## src/rtl/hdr_pkg.sv

```systemverilog
// Shared constants and types for the HDR tone-mapping stage: sample format,
// RGB565 field layout and the FIFO word that carries a pixel plus its SOF flag.
package hdr_pkg;

   localparam int LE_W      = 8;
   localparam int LE_FP     = 4;

   localparam int R_W       = 5;
   localparam int R_OFF     = 11;
   localparam int G_W       = 6;
   localparam int G_OFF     = 5;
   localparam int B_W       = 5;
   localparam int B_OFF     = 0;
   localparam int PIX_W     = 16;

   localparam int DEF_DEPTH = 8;

   typedef struct packed {
      logic             sof;
      logic [PIX_W-1:0] rgb;
   } fifo_word_t;

endpackage

```

## src/rtl/sync_fifo.sv

```systemverilog
// First-word-fall-through synchronous FIFO. The head word is visible whenever
// the FIFO is non-empty; a write while full is accepted only if a pop frees a slot.
module sync_fifo #(
   parameter int WIDTH = 17,
   parameter int DEPTH = 8
) (
   input  logic             clk,
   input  logic             rst,
   input  logic             i_wr_en,
   input  logic [WIDTH-1:0] i_wr_data,
   input  logic             i_rd_en,
   output logic [WIDTH-1:0] o_rd_data,
   output logic             o_full,
   output logic             o_empty
);

   localparam int AW = $clog2(DEPTH);

   logic [WIDTH-1:0] r_mem [DEPTH];
   logic [AW:0]      r_wr_ptr;
   logic [AW:0]      r_rd_ptr;
   logic             w_do_wr;
   logic             w_do_rd;

   // Extra pointer bit distinguishes full from empty when the indices match.
   assign o_empty = (r_wr_ptr == r_rd_ptr);
   assign o_full  = (r_wr_ptr[AW] != r_rd_ptr[AW]) &&
                    (r_wr_ptr[AW-1:0] == r_rd_ptr[AW-1:0]);

   assign w_do_rd = i_rd_en && !o_empty;
   assign w_do_wr = i_wr_en && (!o_full || w_do_rd);

   always_ff @(posedge clk) begin
      if (rst) begin
         r_wr_ptr <= '0;
         r_rd_ptr <= '0;
      end else begin
         if (w_do_wr) r_wr_ptr <= r_wr_ptr + 1'b1;
         if (w_do_rd) r_rd_ptr <= r_rd_ptr + 1'b1;
      end
   end

   always_ff @(posedge clk) begin
      if (w_do_wr) r_mem[r_wr_ptr[AW-1:0]] <= i_wr_data;
   end

   // Gated so the head reads as zero while empty, including straight after reset.
   assign o_rd_data = o_empty ? '0 : r_mem[r_rd_ptr[AW-1:0]];

endmodule

```

## src/rtl/hdr_tonemap.sv

```systemverilog
// Rescales log-irradiance triples into RGB565 using the previous frame's min/max,
// then buffers pixels in a small FIFO ahead of the frame-buffer writer.
module hdr_tonemap
   import hdr_pkg::*;
#(
   parameter int DEPTH = DEF_DEPTH
) (
   input  logic        clk,
   input  logic        rst,
   input  logic        frame_start,
   input  logic        hdr_done,
   input  logic [7:0]  lE_red,
   input  logic [7:0]  lE_green,
   input  logic [7:0]  lE_blue,
   output logic [15:0] pixel_out,
   output logic        pixel_sof,
   output logic        pixel_valid,
   input  logic        pixel_ready,
   output logic        overflow
);

   function automatic logic [2:0] f_lzc(input logic [LE_W-1:0] x);
      logic [2:0] n;
      logic       hit;
      n   = '0;
      hit = 1'b0;
      for (int i = LE_W - 1; i >= 0; i--) begin
         if (!hit) begin
            if (x[i]) hit = 1'b1;
            else      n   = n + 3'd1;
         end
      end
      return n;
   endfunction

   function automatic logic [LE_W-1:0] f_clamp_sub(input logic [LE_W-1:0] a,
                                                   input logic [LE_W-1:0] m);
      return (a < m) ? '0 : (a - m);
   endfunction

   function automatic logic [LE_W-1:0] f_shift_sat(input logic [LE_W-1:0] n,
                                                   input logic [2:0]      s);
      logic [LE_W+6:0] w;
      w = {{7{1'b0}}, n} << s;
      return (|w[LE_W+6:LE_W]) ? {LE_W{1'b1}} : w[LE_W-1:0];
   endfunction

   logic [LE_W-1:0] w_le [3];
   logic [LE_W-1:0] w_min3;
   logic [LE_W-1:0] w_max3;
   logic [LE_W-1:0] w_span;
   logic [LE_W-1:0] w_span_eff;
   logic            w_seen;

   logic [LE_W-1:0] r_run_min;
   logic [LE_W-1:0] r_run_max;
   logic [LE_W-1:0] r_min_ref;
   logic [2:0]      r_shift_ref;
   logic            r_sof_pend;

   logic            r_s1_valid;
   logic            r_s1_sof;
   logic            r_s2_valid;
   logic            r_s2_sof;
   logic [2:0]      r_s2_shift;
   logic            r_overflow;

   logic [PIX_W-1:0] w_rgb;
   fifo_word_t       w_wr_word;
   fifo_word_t       w_rd_word;
   logic             w_full;
   logic             w_empty;
   logic             w_pop;

   assign w_le[0] = lE_red;
   assign w_le[1] = lE_green;
   assign w_le[2] = lE_blue;

   always_comb begin
      w_min3 = w_le[0];
      w_max3 = w_le[0];
      for (int i = 1; i < 3; i++) begin
         if (w_le[i] < w_min3) w_min3 = w_le[i];
         if (w_le[i] > w_max3) w_max3 = w_le[i];
      end
   end

   // An empty frame leaves run_max < run_min; treat it like a flat frame (full range).
   assign w_seen     = (r_run_max >= r_run_min);
   assign w_span     = r_run_max - r_run_min;
   assign w_span_eff = (!w_seen || (w_span == '0)) ? {LE_W{1'b1}} : w_span;

   always_ff @(posedge clk) begin
      if (rst) begin
         r_run_min   <= {LE_W{1'b1}};
         r_run_max   <= '0;
         r_min_ref   <= '0;
         r_shift_ref <= '0;
         r_sof_pend  <= 1'b0;
      end else begin
         if (frame_start) begin
            r_min_ref   <= w_seen ? r_run_min : '0;
            r_shift_ref <= f_lzc(w_span_eff);
            r_run_min   <= hdr_done ? w_min3 : {LE_W{1'b1}};
            r_run_max   <= hdr_done ? w_max3 : '0;
            r_sof_pend  <= !hdr_done;
         end else if (hdr_done) begin
            if (w_min3 < r_run_min) r_run_min <= w_min3;
            if (w_max3 > r_run_max) r_run_max <= w_max3;
            r_sof_pend <= 1'b0;
         end
      end
   end

   // Shift amount travels with the pixel so a later frame_start cannot re-scale it.
   always_ff @(posedge clk) begin
      if (rst) begin
         r_s1_valid <= 1'b0;
         r_s1_sof   <= 1'b0;
         r_s2_valid <= 1'b0;
         r_s2_sof   <= 1'b0;
         r_s2_shift <= '0;
         r_overflow <= 1'b0;
      end else begin
         r_s1_valid <= hdr_done;
         if (hdr_done) r_s1_sof <= r_sof_pend || frame_start;
         r_s2_valid <= r_s1_valid;
         if (r_s1_valid) begin
            r_s2_sof   <= r_s1_sof;
            r_s2_shift <= r_shift_ref;
         end
         if (r_s2_valid && w_full && !w_pop) r_overflow <= 1'b1;
      end
   end

   for (genvar gi = 0; gi < 3; gi++) begin : g_ch
      logic [LE_W-1:0] r_s1_le;
      logic [LE_W-1:0] r_s2_norm;
      logic [LE_W-1:0] w_v;

      always_ff @(posedge clk) begin
         if (rst) begin
            r_s1_le   <= '0;
            r_s2_norm <= '0;
         end else begin
            if (hdr_done)   r_s1_le   <= w_le[gi];
            if (r_s1_valid) r_s2_norm <= f_clamp_sub(r_s1_le, r_min_ref);
         end
      end

      assign w_v = f_shift_sat(r_s2_norm, r_s2_shift);
   end

   always_comb begin
      w_rgb = '0;
      w_rgb[R_OFF +: R_W] = g_ch[0].w_v[LE_W-1 -: R_W];
      w_rgb[G_OFF +: G_W] = g_ch[1].w_v[LE_W-1 -: G_W];
      w_rgb[B_OFF +: B_W] = g_ch[2].w_v[LE_W-1 -: B_W];
   end

   assign w_wr_word.sof = r_s2_sof;
   assign w_wr_word.rgb = w_rgb;

   assign w_pop = !w_empty && pixel_ready;

   sync_fifo #(
      .WIDTH ($bits(fifo_word_t)),
      .DEPTH (DEPTH)
   ) u_fifo (
      .clk       (clk),
      .rst       (rst),
      .i_wr_en   (r_s2_valid),
      .i_wr_data (w_wr_word),
      .i_rd_en   (w_pop),
      .o_rd_data (w_rd_word),
      .o_full    (w_full),
      .o_empty   (w_empty)
   );

   assign pixel_out   = w_rd_word.rgb;
   assign pixel_sof   = w_rd_word.sof;
   assign pixel_valid = !w_empty;
   assign overflow    = r_overflow;

endmodule

```

## config.mk

```make
export PLATFORM = sky130hd
export DESIGN_NAME = hdr_tonemap
export DESIGN_NICKNAME = d
export VERILOG_FILES = /design/src/rtl/hdr_pkg.sv /design/src/rtl/sync_fifo.sv /design/src/rtl/hdr_tonemap.sv
export SDC_FILE = /design/constraint.sdc
export NUM_CORES = 1
export LEC_CHECK = 0
export ABC_CLOCK_PERIOD_IN_PS = 5600
export BUFFER_PORTS_ARGS = -buffer_cell sky130_fd_sc_hd__buf_2
export CORE_MARGIN = 3
export CORE_UTILIZATION = 47
export CTS_BUF_LIST = sky130_fd_sc_hd__clkbuf_8 sky130_fd_sc_hd__clkbuf_16
export DETAILED_ROUTE_END_ITERATION = 8
export GPL_ROUTABILITY_DRIVEN = 0
export PLACE_DENSITY = 0.78
export RECOVER_POWER = 100
export SYNTH_ARGS = -nofsm -noshare
export SYNTH_HDL_FRONTEND = slang
export SYNTH_HIERARCHICAL = 1
export SYNTH_SLANG_ARGS = --single-unit
```

## constraint.sdc

```tcl
create_clock -name clk -period 5.6 [get_ports clk]
set_input_delay 0.56 -clock clk [delete_from_list [all_inputs] [get_ports clk]]
set_output_delay 0.56 -clock clk [all_outputs]
set_load 0.05 [all_outputs]
```

==> impl_metrics.ini <==
[routing]
via_per_inst = 5.58
vias = 8368
drtIter0Drc = 681
dr.pass1.iters = 5
wirelength_um = 25700
route.detailed.drc = 0
ant_nets = 0
wire_per_inst_um = 17.1

[clocking]
cts_buffer_depth = 3
cts_tree = done
h-tree-depth = 1
clk_pin_slew_ns = 0.06
cts_sinks = 231
clk_latency_ns = 0.52
numCtsBuffers = 24
clk_root_buffer_cell = clkbuf_16

[worst_setup_path]
worstSetupStartpointType = input port
end_kind = flop
cp-endpoint = r_run_max[0]$_SDFFE_PP0P_
cp.depth = 28
slowest_stage = ha_1
r2r-start = r_run_min[0]$_SDFFE_PP1P_
cpLargestDelayFamily = compound AO/OA/AOI/OAI gates
critPathLaunch = lE_red[1]
crit_fanout = 8
required_ns = 5.92
worstPathArrival_ns = 5.55
path_buf_inv = 6
critPathMaxStageDelay_ns = 0.33
reg2reg_depth = 24
r2r_slack_ns = 0.42
reg2reg_to = r_shift_ref[2]$_SDFFE_PP0P_
cpMostUsedCell = o21a_1
crit_type = in2reg

[floorplanning]
initial_core_util_pct = 47.9
die_w_um = 169
ioPinCount = 48
die_area_mm2 = 0.0286
core_area_mm2 = 0.0261
fp-row-count = 59
dieHeight_um = 169

[logic_synthesis]
postSynthCellCount = 1098
synth_nets = 1208
synth_cell_types = 79
syn-cell-area_mm2 = 0.0125
ys_seq_area_share_pct = 47.9
avgSynthCellArea_um2 = 11.4
synthArstFlopShare_pct = 0
synth_seq_cells = 231
synthFlopType = edfxtp_1
synth-edff-count = 136
yosys_warnings = 6

[timing]
drv_slew = 49
holdWs_ns = 0.347
min_period_ns = 5.23
hold_viol = 0
worst_slack_ns = 0.368
rsz0062_at_grt = no
timing.final.crit_share_pct = 93.4
worst_slew_pin_slew_ns = 2.09
finalSetupViolations = 0
skew_ns = 0.0155
slew_headroom_pct = -39.1
fmax_ghz = 0.191

[placement]
pre_cts_ws_ns = -0.139
port_buffers = 47
dp.final_hpwl_um = 17800

[power]
p_leak_nw = 5.22
irDropWorstVdd_uv = 392
power_mw = 4.17
power_density_mw_per_mm2 = 302

[global_route]
grtUsageTotal_pct = 17.8
grt_pass1_wl_um = 42000
grt_start_max_net_pins = 49
antenna_found_initial = 0
first_global_vias = 8201
grt_overflow_total = 0

[status]
violations = capacitance limit, slew limit
outcome = finished, violations left

[worst_hold_path]
hold_path.class = in2reg
holdPathStages = 3

[job]
maxCapViolations = 1

[final_layout]
area_growth_syn_to_layout_pct = 10.5
layout-drive-gt1-share_pct = 13.2
layout_common_cells = 136 x edfxtp_1, 116 x nor2_1, 94 x dfxtp_1, 85 x mux2i_1, 77 x ha_1
finish.net_count = 1257
n_antenna_cell = 0
fillers = 2219
final_common_cell = edfxtp_1
==> layout make-up <==
cell class / instances / area (µm²) / area share (%)
sequential: 231 / 5990 / 43.4
multi-input combinational: 746 / 5950 / 43.1
clock buffer: 25 / 614 / 4.45
tap: 335 / 419 / 3.04
timing repair buffer: 73 / 357 / 2.58
inverter: 71 / 267 / 1.93
clock inverter: 18 / 201 / 1.46
==> worst min-delay path by stage <==
stage,startpoint,slack (ns),endpoint
global route,lE_green[1],0.35,g_ch[1].r_s1_le[1]$_SDFFE_PP0P_
finish,lE_green[1],0.35,g_ch[1].r_s1_le[1]$_SDFFE_PP0P_
global placement,overflow$_SDFFE_PP0P_,0.45,overflow$_SDFFE_PP0P_
detailed placement,overflow$_SDFFE_PP0P_,0.46,overflow$_SDFFE_PP0P_
floorplan,g_ch[0].r_s2_norm[6]$_SDFFE_PP0P_,0.44,g_ch[0].r_s2_norm[6]$_SDFFE_PP0P_
CTS,lE_green[1],0.33,g_ch[1].r_s1_le[1]$_SDFFE_PP0P_
==> tightest hold or removal path: stages <==
cell and delay, ns:
buf_2 0.11, mux2i_1 0.07, nor2_1 0.07
==> routing by layer <==
metal	vias to the layer above	routed length, µm	share of wire (%)	track usage, %
li1	4128	-	-	-
met4	0	425	1.7	4.06
met1	3976	11600	45	24.4
met5	-	0	0	0
met3	37	1170	4.5	2.43
met2	227	12500	49	30.5
==> metrics by stage <==
step | utilization (%) | instance area (µm²) | instances | TNS, ns
4_1_cts | 53.4 | 13900 | 1498 | 0
6_report | 52.9 | 13800 | 1499 | 0
3_5_place_dp | 50.2 | 13100 | 1455 | -0.823
2_1_floorplan | - | 12500 | 1098 | 0
5_1_grt | 52.9 | 13800 | 1499 | 0
3_3_place_gp | 50.2 | 13100 | 1455 | 0
==> cell usage after synthesis (7+ instances only) <==
master	count	area, µm²
nor2b_1	14	87.6
o211ai_1	8	60.1
xor2_1	8	70.1
inv_1	70	263
buf_1	9	33.8
clkbuf_1	22	82.6
o21bai_1	7	52.6
buf_4	7	52.6
nand2b_1	20	125
a21o_1	16	120
ha_1	77	963
edfxtp_1	136	4080
nor3_1	10	50.1
mux2i_1	85	851
a22oi_1	8	60.1
o21a_1	16	120
dfxtp_1	95	1900
a21oi_1	47	235
nand2_1	64	240
o21ai_0	55	275
o311ai_1	8	70.1
nand4_1	12	75.1
xnor2_1	15	131
and2_1	7	43.8
mux4_2	34	766
nor2_1	116	435
mux2_2	15	169
nand3_1	19	95.1
==> power by group <==
| part | internal [mW] | switching (mW) |
|---|---|---|
| sequential | 1.85 | 0.0387 |
| combinational | 0.273 | 0.386 |
| clock | 0.980 | 0.638 |
| total | 3.10 | 1.06 |
==> state kept, by name, indices dropped and copies added, names as in the netlist, named ones only <==
register	cells
overflow	1
u_fifo/r_wr_ptr	4
r_s1_sof	1
r_sof_pend	1
g_ch.r_s1_le	24
g_ch.r_s2_norm	24
u_fifo/r_rd_ptr	4
r_s1_valid	1
r_run_min	8
r_s2_valid	1
r_s2_sof	1
u_fifo/r_mem	136
r_shift_ref	3
r_s2_shift	3
r_min_ref	8
r_run_max	8
==> logic make-up (layout without fill, tap and decap cells) <==
logic type	Yosys count	count (layout)	synth area share, %
muxes	136	136	14.5
DFF	231	231	47.9
AOI/OAI and AO/OA	219	219	11.8
buffers and inverters	121	187	4.22
xor gates and xnor gates	29	29	2.58
adders and majority gates	81	81	8.36
and+or+nand+nor	281	281	10.6
==> repair_timing <==
action                     in CTS  in global routing
setup endpoints to repair       0                  8
gates resized for setup         0                  2
hold buffers                    0                  0
buffers inserted                0                  0
Power figures use the tool's default switching activity.
